--- config.mk ---
export PLATFORM = sky130hd
export DESIGN_NAME = serial_subtractor
export DESIGN_NICKNAME = d
export VERILOG_FILES = /design/src/rtl/arith_pkg.sv /design/src/rtl/full_subtractor.sv /design/src/rtl/serial_subtractor.sv
export SDC_FILE = /design/constraint.sdc
export NUM_CORES = 1
export LEC_CHECK = 0
export ABC_CLOCK_PERIOD_IN_PS = 1700
export BUFFER_PORTS_ARGS = -buffer_cell sky130_fd_sc_hd__buf_2
export CORE_MARGIN = 3
export CORE_UTILIZATION = 53
export DETAILED_ROUTE_END_ITERATION = 6
export PLACE_DENSITY_LB_ADDON = 0.3
export SLEW_MARGIN = 20
export SYNTH_ARGS = -nofsm -noshare
export SYNTH_HDL_FRONTEND = slang
export SYNTH_SLANG_ARGS = --single-unit
--- constraint.sdc ---
create_clock -name clk -period 1.7 [get_ports clk]
set_input_delay 0 -clock clk [delete_from_list [all_inputs] [get_ports clk]]
set_output_delay 0 -clock clk [all_outputs]
set_load 0.005 [all_outputs]
--- src/rtl/arith_pkg.sv ---
// Shared arithmetic-unit definitions: FSM state encoding and default datapath width.
package arith_pkg;

    localparam int DEFAULT_WIDTH = 8;

    typedef enum logic [1:0] {
        IDLE  = 2'b00,
        SHIFT = 2'b01,
        DONE  = 2'b10
    } state_t;

endpackage

--- src/rtl/full_subtractor.sv ---
// One-bit full subtractor cell: d = x - y - bin, with borrow out.
module full_subtractor (
    input  logic x,
    input  logic y,
    input  logic bin,
    output logic d,
    output logic bout
);

    assign d    = x ^ y ^ bin;
    assign bout = (~x & y) | (~(x ^ y) & bin);

endmodule

--- src/rtl/serial_subtractor.sv ---
// Bit-serial subtractor (diff = a - b, LSB first) with start/ready/done handshake.
// Optional signed-overflow output is enabled by defining SERIAL_SUB_OVF_EN.
module serial_subtractor
    import arith_pkg::*;
#(
    parameter int WIDTH = DEFAULT_WIDTH
) (
    input  logic             clk,
    input  logic             reset,
    input  logic             start,
    input  logic [WIDTH-1:0] a,
    input  logic [WIDTH-1:0] b,
    output logic             ready,
    output logic             done,
    output logic [WIDTH-1:0] diff,
    output logic             bout
`ifdef SERIAL_SUB_OVF_EN
   ,output logic             ovf
`endif
);

    localparam int             CW   = $clog2(WIDTH);
    localparam logic [CW-1:0] LAST = CW'(WIDTH - 1);

    state_t           r_state;
    state_t           w_next;
    logic             w_ready;
    logic             w_done;
    logic [CW-1:0]    r_cnt;
    logic [WIDTH-1:0] r_a_sr;
    logic [WIDTH-1:0] r_b_sr;
    logic             r_borrow;
    logic [WIDTH-1:0] r_diff;
    logic             r_bout;
    logic             w_d;
    logic             w_bout;
    logic             w_last;
`ifdef SERIAL_SUB_OVF_EN
    logic             r_a_msb;
    logic             r_b_msb;
    logic             r_ovf;
`endif

    assign w_last = (r_cnt == LAST);

    full_subtractor u_cell (
        .x    (r_a_sr[0]),
        .y    (r_b_sr[0]),
        .bin  (r_borrow),
        .d    (w_d),
        .bout (w_bout)
    );

    always_ff @(posedge clk or posedge reset) begin
        if (reset) begin
            r_state <= IDLE;
        end else begin
            r_state <= w_next;
        end
    end

    always_comb begin
        w_next  = r_state;
        w_ready = 1'b0;
        w_done  = 1'b0;
        case (r_state)
            IDLE: begin
                w_ready = 1'b1;
                if (start) begin
                    w_next = SHIFT;
                end
            end
            SHIFT: begin
                if (w_last) begin
                    w_next = DONE;
                end
            end
            DONE: begin
                w_done = 1'b1;
                w_next = IDLE;
            end
            default: begin
                w_next = IDLE;
            end
        endcase
    end

    // The minuend register doubles as the result register: each difference bit
    // enters at the MSB as the consumed operand bit leaves at the LSB.
    always_ff @(posedge clk or posedge reset) begin
        if (reset) begin
            r_cnt    <= '0;
            r_a_sr   <= '0;
            r_b_sr   <= '0;
            r_borrow <= 1'b0;
            r_diff   <= '0;
            r_bout   <= 1'b0;
`ifdef SERIAL_SUB_OVF_EN
            r_a_msb  <= 1'b0;
            r_b_msb  <= 1'b0;
            r_ovf    <= 1'b0;
`endif
        end else begin
            case (r_state)
                IDLE: begin
                    if (start) begin
                        r_a_sr   <= a;
                        r_b_sr   <= b;
                        r_borrow <= 1'b0;
                        r_cnt    <= '0;
`ifdef SERIAL_SUB_OVF_EN
                        r_a_msb  <= a[WIDTH-1];
                        r_b_msb  <= b[WIDTH-1];
`endif
                    end
                end
                SHIFT: begin
                    r_a_sr   <= {w_d, r_a_sr[WIDTH-1:1]};
                    r_b_sr   <= r_b_sr >> 1;
                    r_borrow <= w_bout;
                    if (w_last) begin
                        r_diff <= {w_d, r_a_sr[WIDTH-1:1]};
                        r_bout <= w_bout;
`ifdef SERIAL_SUB_OVF_EN
                        r_ovf  <= (r_a_msb != r_b_msb) && (w_d != r_a_msb);
`endif
                    end else begin
                        r_cnt <= r_cnt + 1'b1;
                    end
                end
                default: begin
                end
            endcase
        end
    end

    assign ready = w_ready;
    assign done  = w_done;
    assign diff  = r_diff;
    assign bout  = r_bout;
`ifdef SERIAL_SUB_OVF_EN
    assign ovf   = r_ovf;
`endif

endmodule

==> qor.csv, run 1 <==
stage;metric;value;unit
final_layout;register_area;777;um2
route;drtIter0Drc;38;
clock_tree;cts_root_buf;clkbuf_4;
route;dr.pass1.iters;4;
critical_path;cp_top_family;adder cells;
synthesis;yosys.area.top_type;dfrtp_1;
global_routing;grt_usage;0.211;
critical_path;cp.required;1920;ps
pwr;p_leak;0.826;nW
pwr;clkPwrFrac;0.144;
synthesis;synthArstFlopShare;1.00;
final_layout;final_nets;184;
final_layout;final_common_cell;dfrtp_1;
pwr;max-vdd-ir-drop;1.14;mV
route;vias_per_cell;5.89;
final_layout;layout-drive-gt1-share;0.331;
sta;tightest_slew;443;ps
final_layout;fillers;200;
critical_path;cp_max_fo;9;
synthesis;yosysSeqAreaShare;0.518;
global_routing;grt_max_degree;23;
placement;dp_hpwl;2220;um
clock_tree;cts_max_path_buffers;2;
synthesis;ys_ff_latch;31;
sta;fin_crit;1530;ps
synthesis;synth_top_area_share;0.518;
sta;rsz0062_at_grt;no;
sta;fmax;652;MHz
pwr;p_per_area;1600;nW/um2
final_layout;antennaDiodeCount;0;
sta;hold_violations;0;
pwr;pwr-share-seq;0.466;
pwr;power.switching;1.01;mW
final_layout;design_area;1790;um2
die;core-area;2590;um2
sta;slew_headroom;0.705;
die;io_pins;30;
sta;setup_slack;166;ps
pwr;fin_total_pwr;2.85;mW
critical_path;worstSetupPathType;flop to flop;
global_routing;grt_pass1_wl;5440;um
placement;gp_congestion;0.760;
sta;maxSlewViolCount;0;
clock_tree;cts_tree;built;
synthesis;synth_ff_type;dfrtp_1;
synthesis;syn_area_per_cell;12.0;um2
die;die_h;59.2;um
min_path;hold_path_class;input port to flop;
route;ant_nets;0;
global_routing;antenna_found_initial;0;
die;die-area;3500;um2
critical_path;critical_path.cell_chain;ha_1, ha_1, nand3b_1, buf_12, mux2_1;
pwr;pwr-share-comb;0.390;
run;maxCapViolCount;0;
pwr;swShare;0.353;
global_routing;grt_overflow;0;
final_layout;final_cell_mix;dfrtp_1, buf_2, inv_1;
sta;finalSetupTns;0;ps
synthesis;syn_inst;125;
route;routed_wl;3090;um
synthesis;syn_nets;147;
critical_path;slowest_delay;410;ps
clock_tree;cts_buffers;5;
route;vias;1136;
sta;setup_viol;0;
clock_tree;cts.sinks;31;
critical_path;critPathSlowestCell;dfrtp_1;
critical_path;arrival;1750;ps
critical_path;cp_common_cell;ha_1;
die;die_x;59.2;um
route;wl_per_cell;16.0;um
placement;place_area;1670;um2
run_status;status;finished, final reports clean;
placement;dpl_worst_slack;13.9;ps
die;initial_core_util;0.579;
synthesis;netlist_area;1500;um2
clock_tree;cts.clk_slew.worst_paths;100;ps
global_routing;grt_pass1_vias;1119;
synthesis;ys_warn_count;0;
sta;fin_crit_sh;0.902;
placement;portBuffers;29;
clock_tree;htreeDepth;2;
final_layout;area_growth_syn_to_layout;19.3;%
critical_path;start_kind;flop;
clock_tree;clock_latency;330;ps
synthesis;ys_types;29;
critical_path;path_buf_inv;1;
critical_path;end_kind;flop;
route;drc;0;
pwr;intPower;1.84;mW
die;std_cell_rows;18;
sta;finClkSkew;10.1;ps
synthesis;ys_top_cells_by_area;dfrtp_1, o221a_2, or4b_1;
synthesis;synth_edf_count;0;
final_layout;multi_input_area;614;um2
logic make-up (layout without fill, tap and decap cells):
kind of cell / Yosys count / in the layout / share of synthesized area
flops: 31 / 31 / 0.518
mux: 9 / 9 / 0.0668
simple gates: 35 / 35 / 0.165
fa+ha+maj: 3 / 3 / 0.0300
buf+inv: 24 / 62 / 0.0726
compound gates: 23 / 23 / 0.148
flip-flops by register name (all words and copies together), names as in the netlist:
name / flops
r_cnt: 3
bout: 1
r_state: 2
r_a_sr: 8
diff: 8
r_borrow: 1
r_b_sr: 8
layout make-up:
| cell class | instances | area share |
|---|---|---|
| repair buffers | 41 | 0.146 |
| inverters | 13 | 0.0273 |
| well taps | 30 | 0.0210 |
| flip-flops and latches | 31 | 0.435 |
| clock inverters | 1 | 0.00280 |
| clock buffers | 7 | 0.0252 |
| multi-input cells | 70 | 0.344 |
metal layers:
layer	share of wire	track usage	vias up
li1	-	-	539
met1	0.46	0.290	567
met2	0.48	0.317	27
met3	0.057	0.0654	3
met4	0.0075	0.0680	0
met5	0	0	-
cell usage after synthesis, drive strengths merged (2+ instances only):
library cell,count
o221ai,3
buf,8
or4b,10
nor4b,5
nand3,3
ha,2
a221oi,5
o221a,10
mux2,8
dfrtp,31
inv,13
clkbuf,3
nand2b,4
nand2,2
nor2,6
worst register-to-register path: cells and delay by family (launching register included):
| kind | cells | cell delay [ps] |
|---|---|---|
| adder cells (fa/ha/maj) | 2 | 410 |
| buffers and inverters | 1 | 140 |
| flip-flops | 1 | 410 |
| multiplexers | 1 | 320 |
| AND/OR/NAND/NOR | 1 | 140 |
power groups by stage:
stage | sequential (mW) | combinational [mW] | clock [mW]
after global routing | 1.38 | 1.26 | 0.465
after floorplan | 1.27 | 0.843 | 0
after CTS | 1.33 | 1.11 | 0.428
after detailed placement | 1.34 | 1.10 | 0
after global placement | 1.32 | 1.04 | 0
final | 1.33 | 1.11 | 0.410
worst paths after layout:
path / start / end / slack (ps) / depth (start not counted)
max: r_cnt[0]$_DFFE_PP0P_ / diff[5]$_DFFE_PP0P_ / 170 / 5
min: a[1] / r_a_sr[1]$_DFFE_PP0P_ / 20 / 3
max reg2reg: r_cnt[0]$_DFFE_PP0P_ / diff[5]$_DFFE_PP0P_ / 170 / 5
min reg2reg: diff[2]$_DFFE_PP0P_ / diff[2]$_DFFE_PP0P_ / 500 / 1
max in group asynchronous: reset / r_state[0]$_DFFE_PP0P_ / 860 / 4
min in group asynchronous: reset / diff[1]$_DFFE_PP0P_ / 200 / 3
stage by stage:
| step | util | hold slack, ps | std cells |
|---|---|---|---|
| 5_1_grt | 0.690 | 8.80 | 193 |
| 3_5_place_dp | 0.643 | 24.2 | 179 |
| 4_1_cts | 0.682 | 9.25 | 192 |
| 3_3_place_gp | 0.643 | -1.56 | 179 |
| 2_1_floorplan | - | 104 | 125 |
| 6_report | 0.690 | 24.8 | 193 |
repair_timing:
item                                    4_1_cts  5_1_grt
endpoints found under the hold margin        15        0
buffers inserted                              0        1
gates resized for setup                       0        1
endpoints found under the setup margin        0       10
hold buffers                                  5        0
(Power assumes the default switching activity.)
==> run 2: changes to the inputs <==
CELL_PAD_IN_SITES_DETAIL_PLACEMENT = 2   (was unset)
CELL_PAD_IN_SITES_GLOBAL_PLACEMENT = 2   (was unset)
CORE_UTILIZATION = 35   (was 53)
==> qor.csv, run 2 (synthesis results as in run 1) <==
stage;metric;value;unit
pwr;p_per_area;1700;nW/um2
sta;finClkSkew;4.71;ps
placement;dp_hpwl;2710;um
global_routing;grt_pass1_vias;1284;
clock_tree;holdBufCountCts;1;
route;vias;1139;
clock_tree;clock_latency;280;ps
run;maxCapViolCount;0;
die;die_h;71.4;um
critical_path;critical_path.cell_chain;ha_1, ha_1, nand3b_1, buf_12, mux2_1;
global_routing;grt_pass1_wl;6430;um
pwr;clkPwrFrac;0.180;
pwr;p_leak;0.823;nW
die;std_cell_rows;23;
sta;fin_crit_sh;0.910;
sta;setup_slack;153;ps
die;die-area;5100;um2
critical_path;slowest_delay;410;ps
pwr;pwr-share-seq;0.429;
clock_tree;cts_setup_buffers;0;
clock_tree;cts_max_path_buffers;2;
critical_path;worstSetupPathType;flop to flop;
route;ant_nets;0;
clock_tree;cts.sinks;31;
sta;finalSetupTns;0;ps
sta;hold-worst-slack;63.1;ps
route;wl_per_cell;17.9;um
run_status;status;finished, final reports clean;
route;vias_per_cell;5.45;
global_routing;antenna_found_initial;0;
route;drtIter0Drc;39;
global_routing;grtUsageMet1;0.209;
final_layout;area_growth_syn_to_layout;20.3;%
die;initial_core_util;0.369;
sta;slew_headroom;0.685;
critical_path;cp_max_fo;10;
critical_path;arrival;1700;ps
pwr;max-vdd-ir-drop;0.463;mV
global_routing;grt_use_met2;0.268;
route;drc;0;
critical_path;cp.required;1860;ps
placement;gp_congestion;0.731;
global_routing;met3_usage;0.0421;
pwr;power.switching;1.09;mW
pwr;swShare;0.354;
sta;rsz0062_at_grt;no;
clock_tree;ctsResizeCount;0;
critical_path;cp_common_cell;ha_1;
global_routing;grt_overflow;0;
final_layout;multi_input_area;614;um2
die;die_x;71.4;um
final_layout;layout-drive-gt1-share;0.333;
sta;tightest_slew;472;ps
min_path;hold_path_class;input port to flop;
final_layout;antennaDiodeCount;0;
final_layout;fillers;424;
critical_path;start_kind;flop;
pwr;pwr-share-comb;0.390;
die;core-area;4060;um2
final_layout;final_nets;180;
clock_tree;cts_buffers;5;
critical_path;end_kind;flop;
route;dr.pass1.iters;4;
final_layout;register_area;776;um2
die;io_pins;30;
sta;fin_crit;1550;ps
sta;hold_violations;0;
global_routing;grt_max_degree;32;
global_routing;grt_usage;0.163;
global_routing;grt-busiest-layer;met2;
sta;maxSlewViolCount;0;
clock_tree;cts_tree;built;
sta;setup_viol;0;
sta;fmax;646;MHz
clock_tree;htreeDepth;2;
placement;portBuffers;29;
critical_path;critPathSlowestCell;dfrtp_1;
clock_tree;cts_root_buf;clkbuf_8;
route;routed_wl;3750;um
pwr;intPower;1.98;mW
placement;dpl_worst_slack;146;ps
final_layout;final_common_cell;dfrtp_1;
clock_tree;cts.clk_slew.worst_paths;60;ps
final_layout;final_cell_mix;dfrtp_1, buf_2, inv_1;
## run 2: cell count changes in the layout (fill, tap and decap cells not counted), sizes merged
cell / change
dlygate4sd3: -4
## run 2: area by class of cell
cell class	instances	area share
multi-input combinational	70	0.341
clock inverter	1	0.00278
sequential	31	0.430
tap	50	0.0347
clock buffer	7	0.0423
inverter	13	0.0271
timing repair buffer	37	0.122
## run 2: per-stage QoR
stage | util | std cells | area [um2] | power [mW]
2_1_floorplan | - | 125 | 1500 | 2.11
3_3_place_gp | 0.422 | 200 | 1710 | 2.42
3_5_place_dp | 0.422 | 200 | 1710 | 2.55
4_1_cts | 0.444 | 209 | 1800 | 3.12
5_1_grt | 0.444 | 209 | 1800 | 3.33
6_report | 0.444 | 209 | 1800 | 3.07
## run 2: metal layers
metal  routed length, um  part of all wire  vias up
met2                1860              0.50       19
met3                 118             0.032        5
li1                    -                 -      533
met5                   0                 0        -
met4                  48             0.013        0
met1                1720              0.46      582
## run 2: path summary, 6_finish.rpt
| path | start | endpoint | slack (ps) | depth (start not counted) |
|---|---|---|---|---|
| min in group asynchronous | reset | diff[6]$_DFFE_PP0P_ | 380 | 4 |
| worst max-delay path | r_cnt[0]$_DFFE_PP0P_ | diff[2]$_DFFE_PP0P_ | 150 | 5 |
| worst max register to register | r_cnt[0]$_DFFE_PP0P_ | diff[2]$_DFFE_PP0P_ | 150 | 5 |
| max in group asynchronous | reset | r_borrow$_DFFE_PP0P_ | 1020 | 4 |
| worst min register to register | diff[3]$_DFFE_PP0P_ | diff[3]$_DFFE_PP0P_ | 490 | 1 |
| worst min-delay path | b[7] | r_b_sr[7]$_DFFE_PP0P_ | 60 | 3 |
## run 2: power groups by stage
stage	Clock [mW]	Combinational, mW	Sequential [mW]
2_1_floorplan	0	0.843	1.27
4_1_cts	0.570	1.23	1.33
5_1_grt	0.607	1.35	1.37
3_3_place_gp	0	1.12	1.30
6_report	0.554	1.20	1.32
3_5_place_dp	0	1.22	1.34
## run 2: critical path: cells and delay by family, from the launching register on
kind	cells	cell delay (ps)
buffers and inverters	1	150
adder cells (fa/ha/maj)	2	400
multiplexers	1	330
flip-flops	1	410
AND/OR/NAND/NOR	1	130
==> run 3: changes to the inputs <==
ABC_AREA = 1   (was unset)
CORE_UTILIZATION = 30   (was 35)
==> qor.csv, run 3 <==
stage;metric;value;unit
sta;fin_crit;1570;ps
synthesis;syn_nets;212;
synthesis;synth_edf_count;0;
route;vias;1373;
sta;hold-worst-slack;5.03;ps
global_routing;grt_max_degree;32;
clock_tree;cts_root_buf;clkbuf_8;
min_path;hold_path_class;input port to flop;
synthesis;syn_inst;190;
synthesis;synth_ff_type;dfrtp_1;
sta;setup_viol;0;
placement;gp_congestion;0.720;
pwr;p_leak;1.04;nW
pwr;clkPwrFrac;0.193;
final_layout;layout-drive-gt1-share;0.216;
clock_tree;htreeDepth;2;
min_path;min_path_cells;5;
critical_path;cp_max_fo;11;
sta;slew_headroom;0.728;
clock_tree;cts_buffers;5;
die;die_x;76.1;um
synthesis;synth.most_common_cell;nand2_1;
final_layout;antennaDiodeCount;0;
critical_path;r2r-start;r_cnt[0]$_DFFE_PP0P_;
pwr;p_per_area;1830;nW/um2
clock_tree;cts.clk_slew.worst_paths;60;ps
global_routing;grt_usage;0.157;
final_layout;final_nets;248;
die;die-area;5790;um2
placement;dpl_worst_slack;131;ps
global_routing;grt_pass1_vias;1480;
run_status;status;finished, final reports clean;
route;drtIter0Drc;57;
critical_path;worstSetupPathType;flop to flop;
pwr;pwr-share-seq;0.393;
final_layout;fillers;537;
route;ant_nets;0;
critical_path;r2r_end;diff[1]$_DFFE_PP0P_;
sta;finalSetupTns;0;ps
final_layout;final_common_cell;nand2_1;
global_routing;grt_pass1_wl;7190;um
sta;fin_crit_sh;0.923;
global_routing;antenna_found_initial;0;
route;drc;0;
pwr;intPower;1.97;mW
synthesis;ys_types;16;
synthesis;syn_area_per_cell;7.76;um2
critical_path;cp.required;1880;ps
synthesis;yosys.area.top_type;dfrtp_1;
run;maxCapViolCount;0;
synthesis;synthArstFlopShare;1.00;
critical_path;end_kind;flop;
clock_tree;cts.sinks;31;
sta;setup_slack;131;ps
critical_path;worst-r2r-cell-count;6;
global_routing;grt_overflow;0;
route;routed_wl;4210;um
critical_path;arrival;1750;ps
critical_path;rrSetupSlack;130;ps
min_path;min_to;r_b_sr[0]$_DFFE_PP0P_;
pwr;swShare;0.408;
die;core-area;4530;um2
clock_tree;clock_latency;280;ps
synthesis;synth_common_cells;nand2_1, dfrtp_1, nand3_1;
route;wl_per_cell;14.4;um
route;vias_per_cell;4.70;
clock_tree;cts_setup_buffers;0;
sta;tightest_slew;407;ps
die;initial_core_util;0.325;
critical_path;start_kind;flop;
final_layout;final_cell_mix;nand2_1, dfrtp_1, buf_2;
synthesis;ys_ff_latch;31;
die;io_pins;30;
pwr;max-vdd-ir-drop;0.557;mV
sta;rsz0062_at_grt;no;
placement;portBuffers;29;
synthesis;netlist_area;1480;um2
final_layout;area_growth_syn_to_layout;23.3;%
synthesis;ys_top_cells_by_area;dfrtp_1, nand2_1, nand3_1;
min_path;worstHoldStart;b[0];
placement;dp_hpwl;3130;um
clock_tree;cts_tree;built;
clock_tree;cts_max_path_buffers;2;
die;die_h;76.1;um
synthesis;ys_warn_count;0;
sta;finClkSkew;2.17;ps
pwr;pwr-share-comb;0.414;
pwr;power.switching;1.36;mW
sta;maxSlewViolCount;0;
sta;hold_violations;0;
synthesis;yosysSeqAreaShare;0.526;
route;dr.pass1.iters;4;
sta;fmax;637;MHz
synthesis;synth_top_area_share;0.526;
die;std_cell_rows;24;
run 3: worst max path at each step:
| stage | startpoint | to | slack [ps] |
|---|---|---|---|
| after floorplan | r_cnt[0]$_DFFE_PP0P_ | bout$_DFFE_PP0P_ | 500 |
| after CTS | r_cnt[0]$_DFFE_PP0P_ | diff[1]$_DFFE_PP0P_ | 120 |
| after global routing | r_cnt[0]$_DFFE_PP0P_ | diff[7]$_DFFE_PP0P_ | 8 |
| after detailed placement | r_cnt[0]$_DFFE_PP0P_ | diff[1]$_DFFE_PP0P_ | 130 |
| final | r_cnt[0]$_DFFE_PP0P_ | diff[1]$_DFFE_PP0P_ | 130 |
| after global placement | r_cnt[0]$_DFFE_PP0P_ | diff[1]$_DFFE_PP0P_ | 240 |
run 3: logic make-up (layout without fill, tap and decap cells):
kind of cell / count (synthesis) / in the layout / synth area share
and+or+nand+nor: 136 / 136 / 0.371
DFF: 31 / 31 / 0.526
buffers and inverters: 17 / 54 / 0.0551
adders and majority gates: 3 / 3 / 0.0305
AOI/OAI and AO/OA: 3 / 3 / 0.0178
run 3: timing repair:
action,in CTS,in global routing
hold buffers,2,0
hold endpoints to repair,32,0
resized for setup,0,0
setup endpoints to repair,0,0
run 3: layout make-up:
type	count	area (um2)	share of cell area
tap	65	81.3	0.0447
inverter	9	33.8	0.0186
multi-input combinational	142	618	0.340
clock buffer	8	100	0.0550
sequential	31	776	0.426
timing repair buffer	37	210	0.116
run 3: worst max-delay path, stage by stage, from the launching register on:
cell and delay, ps:
dfrtp_1 400, ha_1 210, ha_1 190, nand2_1 320, inv_2 180, nand2_1 100
nand2_1 50
run 3: power groups by stage:
stage	Sequential (mW)	Clock, mW	Combinational [mW]
5_1_grt	1.35	0.692	1.61
3_3_place_gp	1.30	0	1.33
2_1_floorplan	1.26	0	0.961
6_report	1.31	0.642	1.38
3_5_place_dp	1.32	0	1.41
4_1_cts	1.31	0.661	1.43
run 3: per-stage QoR:
stage | util | instance area [um2] | power, mW | cells
after floorplan | - | 1480 | 2.22 | 190
after global placement | 0.375 | 1700 | 2.62 | 282
after detailed placement | 0.375 | 1700 | 2.73 | 282
after CTS | 0.401 | 1820 | 3.40 | 292
after global routing | 0.401 | 1820 | 3.66 | 292
final | 0.401 | 1820 | 3.33 | 292
run 3: routing by layer:
metal,vias to the layer above,track usage,share of wire
met2,29,0.264,0.48
met4,0,0.0707,0.021
li1,657,-,-
met5,-,0,0
met1,678,0.194,0.46
met3,9,0.0319,0.042
